===== config.mk =====
export PLATFORM = sky130hd
export DESIGN_NAME = exe_hazard_ctrl_flat
export DESIGN_NICKNAME = d
export VERILOG_FILES = /design/src/rtl/exe_hazard_ctrl_if.sv /design/src/rtl/exe_hazard_ctrl.sv /design/src/flat_wrapper.sv
export SDC_FILE = /design/constraint.sdc
export NUM_CORES = 1
export LEC_CHECK = 0
export CORE_AREA = 2 2 60 67
export CTS_BUF_LIST = sky130_fd_sc_hd__clkbuf_4
export DETAILED_ROUTE_END_ITERATION = 10
export DIE_AREA = 0 0 62 69
export PLACE_DENSITY = 0.95
export SYNTH_ARGS = -nofsm -noshare
export SYNTH_HDL_FRONTEND = slang
export SYNTH_SLANG_ARGS = --single-unit
export TNS_END_PERCENT = 30

===== constraint.sdc =====
create_clock -name clk -period 5.5 [get_ports clk]
set_input_delay 1.65 -clock clk [delete_from_list [all_inputs] [get_ports clk]]
set_output_delay 1.65 -clock clk [all_outputs]
set_load 0.02 [all_outputs]

===== src/rtl/exe_hazard_ctrl_if.sv =====
// Hazard controller bus: ID-stage instruction info and freeze request in,
// pipeline enables, flush/bubble controls and EX forwarding selects out.
interface exe_hazard_ctrl_if #(
  parameter int unsigned REG_W = 3,
  parameter int unsigned CNT_W = 16
);
  logic             id_valid;
  logic [REG_W-1:0] id_rs1;
  logic [REG_W-1:0] id_rs2;
  logic             id_use_rs1;
  logic             id_use_rs2;
  logic [REG_W-1:0] id_rd;
  logic             id_regwrite;
  logic             id_memread;
  logic             id_branch_taken;
  logic             mem_stall;

  logic             pc_write;
  logic             ifid_write;
  logic             ifid_flush;
  logic             idex_write;
  logic             idex_bubble;
  logic [1:0]       ex_fwd_a;
  logic [1:0]       ex_fwd_b;
  logic [CNT_W-1:0] stall_count;

  // Pipeline side: presents the ID instruction, consumes the controls
  modport master (
    output id_valid, id_rs1, id_rs2, id_use_rs1, id_use_rs2,
           id_rd, id_regwrite, id_memread, id_branch_taken, mem_stall,
    input  pc_write, ifid_write, ifid_flush, idex_write, idex_bubble,
           ex_fwd_a, ex_fwd_b, stall_count
  );

  // Controller side
  modport slave (
    input  id_valid, id_rs1, id_rs2, id_use_rs1, id_use_rs2,
           id_rd, id_regwrite, id_memread, id_branch_taken, mem_stall,
    output pc_write, ifid_write, ifid_flush, idex_write, idex_bubble,
           ex_fwd_a, ex_fwd_b, stall_count
  );
endinterface


===== src/rtl/exe_hazard_ctrl.sv =====
// Hazard and forwarding controller for the five-stage pipeline.
// Tracks destinations of the EX/MEM/WB instructions, produces registered
// EX operand-forwarding selects and combinational stall/flush/enable controls.
module exe_hazard_ctrl #(
  parameter int unsigned REG_W = 3,
  parameter int unsigned CNT_W = 16
) (
  input  logic              clk,
  input  logic              reset,
  exe_hazard_ctrl_if.slave  bus
);

  localparam logic [1:0] FWD_RF    = 2'b00;
  localparam logic [1:0] FWD_EXMEM = 2'b01;
  localparam logic [1:0] FWD_MEMWB = 2'b10;
  localparam logic [1:0] FWD_WBBYP = 2'b11;

  typedef struct packed {
    logic             valid;
    logic [REG_W-1:0] rd;
    logic             regwrite;
    logic             memread;
  } sb_t;

  sb_t              ex_q, ex_d;
  sb_t              mem_q, mem_d;
  sb_t              wb_q, wb_d;
  logic [1:0]       fwd_a_q, fwd_a_d;
  logic [1:0]       fwd_b_q, fwd_b_d;
  logic [CNT_W-1:0] cnt_q, cnt_d;

  logic             ex_hit_a, ex_hit_b;
  logic             mem_hit_a, mem_hit_b;
  logic             wb_hit_a, wb_hit_b;
  logic             load_use;
  logic             bubble;
  logic [1:0]       sel_a, sel_b;

  logic             pc_write_c, ifid_write_c, ifid_flush_c;
  logic             idex_write_c, idex_bubble_c;

  // A stage produces the register an ID source actually reads (R0 excluded)
  function automatic logic match(input sb_t e, input logic [REG_W-1:0] rs,
                                 input logic use_rs);
    return e.valid && e.regwrite && (e.rd == rs) && (rs != '0) && use_rs;
  endfunction

  // Youngest producer wins; a load still in EX cannot supply its data
  function automatic logic [1:0] fwd_sel(input logic hit_ex, input logic ex_load,
                                         input logic hit_mem, input logic hit_wb);
    if (hit_ex && !ex_load) return FWD_EXMEM;
    else if (hit_mem)       return FWD_MEMWB;
    else if (hit_wb)        return FWD_WBBYP;
    else                    return FWD_RF;
  endfunction

  // Hazard detection and forward-select computation for the ID instruction
  always_comb begin
    ex_hit_a  = match(ex_q,  bus.id_rs1, bus.id_use_rs1);
    ex_hit_b  = match(ex_q,  bus.id_rs2, bus.id_use_rs2);
    mem_hit_a = match(mem_q, bus.id_rs1, bus.id_use_rs1);
    mem_hit_b = match(mem_q, bus.id_rs2, bus.id_use_rs2);
    wb_hit_a  = match(wb_q,  bus.id_rs1, bus.id_use_rs1);
    wb_hit_b  = match(wb_q,  bus.id_rs2, bus.id_use_rs2);
    load_use  = bus.id_valid && ex_q.valid && ex_q.memread && (ex_hit_a || ex_hit_b);
    bubble    = load_use || !bus.id_valid;
    sel_a     = fwd_sel(ex_hit_a, ex_q.memread, mem_hit_a, wb_hit_a);
    sel_b     = fwd_sel(ex_hit_b, ex_q.memread, mem_hit_b, wb_hit_b);
  end

  // Pipeline enable/flush/bubble controls by priority
  always_comb begin
    pc_write_c    = 1'b1;
    ifid_write_c  = 1'b1;
    ifid_flush_c  = 1'b0;
    idex_write_c  = 1'b1;
    idex_bubble_c = 1'b0;
    if (reset) begin
      pc_write_c    = 1'b0;
      ifid_write_c  = 1'b0;
      ifid_flush_c  = 1'b1;
      idex_bubble_c = 1'b1;
    end else if (bus.mem_stall) begin
      pc_write_c    = 1'b0;
      ifid_write_c  = 1'b0;
      idex_write_c  = 1'b0;
    end else if (load_use) begin
      pc_write_c    = 1'b0;
      ifid_write_c  = 1'b0;
      idex_bubble_c = 1'b1;
    end else if (bus.id_branch_taken) begin
      ifid_flush_c  = 1'b1;
    end
  end

  // Scoreboard advance, forward-select capture and stall counting
  always_comb begin
    ex_d    = ex_q;
    mem_d   = mem_q;
    wb_d    = wb_q;
    fwd_a_d = fwd_a_q;
    fwd_b_d = fwd_b_q;
    cnt_d   = cnt_q;
    if (!bus.mem_stall) begin
      wb_d  = mem_q;
      mem_d = ex_q;
      if (bubble) begin
        // a bubble carries no producer and no operand selects
        ex_d    = '0;
        fwd_a_d = FWD_RF;
        fwd_b_d = FWD_RF;
      end else begin
        ex_d.valid    = 1'b1;
        ex_d.rd       = bus.id_rd;
        ex_d.regwrite = bus.id_regwrite;
        ex_d.memread  = bus.id_memread;
        fwd_a_d       = sel_a;
        fwd_b_d       = sel_b;
      end
      if (load_use && (cnt_q != '1)) begin
        cnt_d = cnt_q + CNT_W'(1);
      end
    end
  end

  // State registers with synchronous reset
  always_ff @(posedge clk) begin
    if (reset) begin
      ex_q    <= '0;
      mem_q   <= '0;
      wb_q    <= '0;
      fwd_a_q <= FWD_RF;
      fwd_b_q <= FWD_RF;
      cnt_q   <= '0;
    end else begin
      ex_q    <= ex_d;
      mem_q   <= mem_d;
      wb_q    <= wb_d;
      fwd_a_q <= fwd_a_d;
      fwd_b_q <= fwd_b_d;
      cnt_q   <= cnt_d;
    end
  end

  assign bus.pc_write    = pc_write_c;
  assign bus.ifid_write  = ifid_write_c;
  assign bus.ifid_flush  = ifid_flush_c;
  assign bus.idex_write  = idex_write_c;
  assign bus.idex_bubble = idex_bubble_c;
  assign bus.ex_fwd_a    = fwd_a_q;
  assign bus.ex_fwd_b    = fwd_b_q;
  assign bus.stall_count = cnt_q;

endmodule

===== src/flat_wrapper.sv =====
// flat-port wrapper written by rule: the top's interface ports become plain ports
module exe_hazard_ctrl_flat 
#(
  parameter int unsigned REG_W = 3,
  parameter int unsigned CNT_W = 16
)
  (clk, reset, bus_id_valid, bus_id_rs1, bus_id_rs2, bus_id_use_rs1, bus_id_use_rs2, bus_id_rd, bus_id_regwrite, bus_id_memread, bus_id_branch_taken, bus_mem_stall, bus_pc_write, bus_ifid_write, bus_ifid_flush, bus_idex_write, bus_idex_bubble, bus_ex_fwd_a, bus_ex_fwd_b, bus_stall_count);
  exe_hazard_ctrl_if #(.REG_W(REG_W), .CNT_W(CNT_W)) bus_i ();
  input  logic clk;
  input  logic reset;
  input wire logic [$bits(bus_i.id_valid)-1:0] bus_id_valid;
  input wire logic [$bits(bus_i.id_rs1)-1:0] bus_id_rs1;
  input wire logic [$bits(bus_i.id_rs2)-1:0] bus_id_rs2;
  input wire logic [$bits(bus_i.id_use_rs1)-1:0] bus_id_use_rs1;
  input wire logic [$bits(bus_i.id_use_rs2)-1:0] bus_id_use_rs2;
  input wire logic [$bits(bus_i.id_rd)-1:0] bus_id_rd;
  input wire logic [$bits(bus_i.id_regwrite)-1:0] bus_id_regwrite;
  input wire logic [$bits(bus_i.id_memread)-1:0] bus_id_memread;
  input wire logic [$bits(bus_i.id_branch_taken)-1:0] bus_id_branch_taken;
  input wire logic [$bits(bus_i.mem_stall)-1:0] bus_mem_stall;
  output wire logic [$bits(bus_i.pc_write)-1:0] bus_pc_write;
  output wire logic [$bits(bus_i.ifid_write)-1:0] bus_ifid_write;
  output wire logic [$bits(bus_i.ifid_flush)-1:0] bus_ifid_flush;
  output wire logic [$bits(bus_i.idex_write)-1:0] bus_idex_write;
  output wire logic [$bits(bus_i.idex_bubble)-1:0] bus_idex_bubble;
  output wire logic [$bits(bus_i.ex_fwd_a)-1:0] bus_ex_fwd_a;
  output wire logic [$bits(bus_i.ex_fwd_b)-1:0] bus_ex_fwd_b;
  output wire logic [$bits(bus_i.stall_count)-1:0] bus_stall_count;
  assign bus_i.id_valid = bus_id_valid;
  assign bus_i.id_rs1 = bus_id_rs1;
  assign bus_i.id_rs2 = bus_id_rs2;
  assign bus_i.id_use_rs1 = bus_id_use_rs1;
  assign bus_i.id_use_rs2 = bus_id_use_rs2;
  assign bus_i.id_rd = bus_id_rd;
  assign bus_i.id_regwrite = bus_id_regwrite;
  assign bus_i.id_memread = bus_id_memread;
  assign bus_i.id_branch_taken = bus_id_branch_taken;
  assign bus_i.mem_stall = bus_mem_stall;
  assign bus_pc_write = bus_i.pc_write;
  assign bus_ifid_write = bus_i.ifid_write;
  assign bus_ifid_flush = bus_i.ifid_flush;
  assign bus_idex_write = bus_i.idex_write;
  assign bus_idex_bubble = bus_i.idex_bubble;
  assign bus_ex_fwd_a = bus_i.ex_fwd_a;
  assign bus_ex_fwd_b = bus_i.ex_fwd_b;
  assign bus_stall_count = bus_i.stall_count;
  exe_hazard_ctrl #(.REG_W(REG_W), .CNT_W(CNT_W)) u_core (.clk(clk), .reset(reset), .bus(bus_i));
endmodule

==> results.sh <==
export IMPL_finClkSkew_ps=19.16
export IMPL_ys_seq_elements=36
export IMPL_wirelength_um=4787
export IMPL_synthMuxAreaShare_pct=6.795
export IMPL_post_cts_setup_buffers=0
export IMPL_route_detailed_drc=0
export IMPL_syn_inst=224
export IMPL_die_h_um=69
export IMPL_crit_arrival_ps=3750
export IMPL_synth_xor_area_share_pct=6.731
export IMPL_startpoint_type="input port"
export IMPL_crit_type="input port to output pin"
export IMPL_cts_root_buf="clkbuf_4"
export IMPL_power_density_nw_per_um2=202.0
export IMPL_post_route_util_pct=69.98
export IMPL_overflow=0
export IMPL_cp_end_kind="output pin"
export IMPL_power_leakage_uw=0.0008713
export IMPL_synthSimpleGateAreaFrac_pct=24.17
export IMPL_grt_pass1_wl_um=7527
export IMPL_slew_headroom_pct=66.95
export IMPL_synth_edf_count=0
export IMPL_finalHoldViolations=0
export IMPL_synth_area_um2=1952
export IMPL_drive_above_1_share_pct=10.78
export IMPL_pin_count=43
export IMPL_portBuffers=42
export IMPL_yosysSeqAreaShare_pct=36.92
export IMPL_syn2layout_area_growth_pct=28.97
export IMPL_antenna_found_initial=0
export IMPL_viasPerCell=5.922
export IMPL_min_period_ps=5400
export IMPL_fill_cells=287
export IMPL_yosysUniqueCellTypes=45
export IMPL_synth_fp_nets=243
export IMPL_synthFlopType="dfxtp_1"
export IMPL_clk_latency_ps=340
export IMPL_hold_buffers=0
export IMPL_diodes=0
export IMPL_wl_per_cell_um=15.01
export IMPL_ir_worst_vdd_v=0.0001682
export IMPL_timing_fmax_mhz=185.2
export IMPL_drt_initial_drc_count=119
export IMPL_setup_viol=0
export IMPL_synth_top_area_share_pct=36.92
export IMPL_maxCapViolCount=0
export IMPL_htree_levels=2
export IMPL_clk_pin_slew_worst_paths_ps=120
export IMPL_antenna_left=0
export IMPL_finalMaxSlewViolations=0
export IMPL_async_flop_share_pct=0
export IMPL_period_share_pct=98.17
export IMPL_yosys_warnings=0
export IMPL_worstMarginPinSlew_ps=494.8
export IMPL_final_nets=287
export IMPL_required_ps=3850
export IMPL_num_vias=1889
export IMPL_cts_tree="built"
export IMPL_first_pass_iters=5
export IMPL_rsz0062_at_grt="false"
export IMPL_numCtsBuffers=5
export IMPL_syn_avg_cell_area_um2=8.714
export IMPL_whs_ps=476.0
export IMPL_rows=23
export IMPL_track_usage_pct=22.84
export IMPL_status="finished, final reports clean"
export IMPL_core_um2=3597
export IMPL_initial_core_util_pct=54.26
export IMPL_synth_compound_gate_area_share_pct=20.32
export IMPL_grt_max_degree=33
export IMPL_hp_class="flip-flop to flip-flop"
export IMPL_dieArea_um2=4278
export IMPL_die_x_um=62
export IMPL_dpl_hpwl_um=3400
export IMPL_synth_area_leaders="dfxtp_1 37%, xnor2_1 6.3%, mux2i_1 5.6%"
export IMPL_gp_congestion=0.9706
export IMPL_grt_pass1_vias=1733
export IMPL_cp_max_fo=4
export IMPL_yosysTopAreaCell="dfxtp_1"
export IMPL_cts_path_max_buffers=2
export IMPL_synth_fa_ha_area_share_pct=0.6410
export IMPL_cts_sinks=36
export IMPL_synth_top_family_by_area="simple AND/OR/NAND/NOR gates"
[area by class of cell]
| cell class | count | area [um^2] | area share [%] |
|---|---|---|---|
| flip-flops and latches | 36 | 720.7 | 28.63 |
| clock inverters | 3 | 42.54 | 1.690 |
| repair buffers | 53 | 498.0 | 19.78 |
| clock buffers | 5 | 37.54 | 1.491 |
| multi-input cells | 170 | 1149 | 45.63 |
| well taps | 50 | 62.56 | 2.485 |
| inverters | 2 | 7.507 | 0.2982 |
[worst paths after layout]
path                                            start                                      to  slack, ps  cells past startpoint
setup reg to reg          u_core.ex_q[3]$_SDFFE_PP0N_  u_core.bus.stall_count[3]$_SDFFE_PP0P_       2970                      7
hold reg to reg   u_core.bus.ex_fwd_a[1]$_SDFFE_PP0N_     u_core.bus.ex_fwd_a[1]$_SDFFE_PP0N_        480                      1
hold / removal    u_core.bus.ex_fwd_a[1]$_SDFFE_PP0N_     u_core.bus.ex_fwd_a[1]$_SDFFE_PP0N_        480                      1
setup / recovery                        bus_id_rs1[2]                          bus_ifid_flush        100                      8
[layout by cell type (no fill, tap or decap), types with 2 or more instances in the layout]
| cell | count |
|---|---|
| clkdlybuf4s50_1 | 38 |
| dfxtp_1 | 36 |
| nor2_1 | 25 |
| a21oi_1 | 17 |
| xnor2_1 | 14 |
| nand2_1 | 14 |
| mux2i_1 | 11 |
| buf_4 | 11 |
| o31ai_1 | 9 |
| o21ai_0 | 7 |
| nand3_1 | 6 |
| nand4_1 | 6 |
| or4_1 | 6 |
| a32oi_1 | 5 |
| clkbuf_4 | 5 |
| and3_1 | 4 |
| nor3_1 | 4 |
| nor2b_1 | 4 |
| or3_1 | 4 |
| dlygate4sd2_1 | 4 |
| and2_1 | 3 |
| or3b_1 | 2 |
| a211oi_2 | 2 |
| o2111ai_2 | 2 |
| a21o_1 | 2 |
| inv_1 | 2 |
| mux2_2 | 2 |
| o2bb2ai_1 | 2 |
| nor3b_1 | 2 |
| nand3b_1 | 2 |
[registers in the layout, indices dropped and copies added, names as in the netlist]
name / flops
u_core.mem_q: 5
u_core.ex_q: 6
u_core.wb_q: 5
u_core.bus.ex_fwd_a: 2
u_core.bus.stall_count: 16
u_core.bus.ex_fwd_b: 2
[cells in the mapped netlist, types with 2 or more instances]
| cell type | n |
|---|---|
| and2_1 | 3 |
| o31ai_1 | 9 |
| or3b_1 | 2 |
| nand3b_1 | 2 |
| a21oi_1 | 18 |
| nor3_1 | 4 |
| a32oi_1 | 5 |
| and3_1 | 4 |
| nand2_1 | 14 |
| o21ai_0 | 7 |
| or4_1 | 6 |
| buf_4 | 2 |
| o2111ai_2 | 2 |
| nor2_1 | 25 |
| nand4_1 | 6 |
| o2bb2ai_1 | 2 |
| mux2i_1 | 11 |
| buf_2 | 3 |
| mux2_2 | 2 |
| nor3b_1 | 2 |
| or3_1 | 4 |
| a21o_1 | 2 |
| buf_1 | 2 |
| xnor2_1 | 14 |
| dfxtp_1 | 36 |
| clkbuf_1 | 8 |
| nor2b_1 | 4 |
| a211oi_2 | 2 |
| inv_1 | 2 |
| nand3_1 | 6 |
[logic make-up after synthesis]
group,after synthesis
mux,13
fa+ha+maj,1
buf+inv,18
xor+xnor,15
flops,36
compound gates,55
simple gates,86
[power by group]
part | switching [uW] | total [uW] | leakage, uW | internal (uW)
clock network | 90.9 | 186 | 0.0000412 | 94.8
logic | 27.0 | 55.3 | 0.000539 | 28.2
registers | 4.00 | 268 | 0.000291 | 264
[metrics by stage]
stage,area (um^2),cells,power [uW],TNS (ps),worst slack [ps]
floorplan,1952,224,304.2,0,516.6
global placement,2439,311,327.7,-116.9,-101.9
detailed placement,2439,311,329.2,-294.0,-147.1
CTS,2517,319,512.0,0,94.31
global route,2517,319,529.3,0,7.581
finish,2517,319,508.6,0,100.4
[what timing repair did]
item / in CTS / in global routing
setup endpoints to repair: 4 / 1
pin swaps: 1 / 1
gates resized for setup: 5 / 0
[worst max-delay path: stages]
cell,delay (ps)
clkdlybuf4s50_1,480
or3b_1,370
a211oi_2,260
o2111ai_2,210
a21oi_2,250
nor2_1,60
a21o_1,170
dlygate4sd2_1,310
[routing by layer]
| layer | vias up | wire, um | GRT usage [%] |
|---|---|---|---|
| li1 | 916 | - | - |
| met1 | 895 | 2040 | 26.90 |
| met2 | 68 | 2397 | 37.73 |
| met3 | 10 | 277 | 6.191 |
| met4 | 0 | 70 | 8.983 |
| met5 | - | 0 | 0 |
Power figures use the tool's default switching activity.
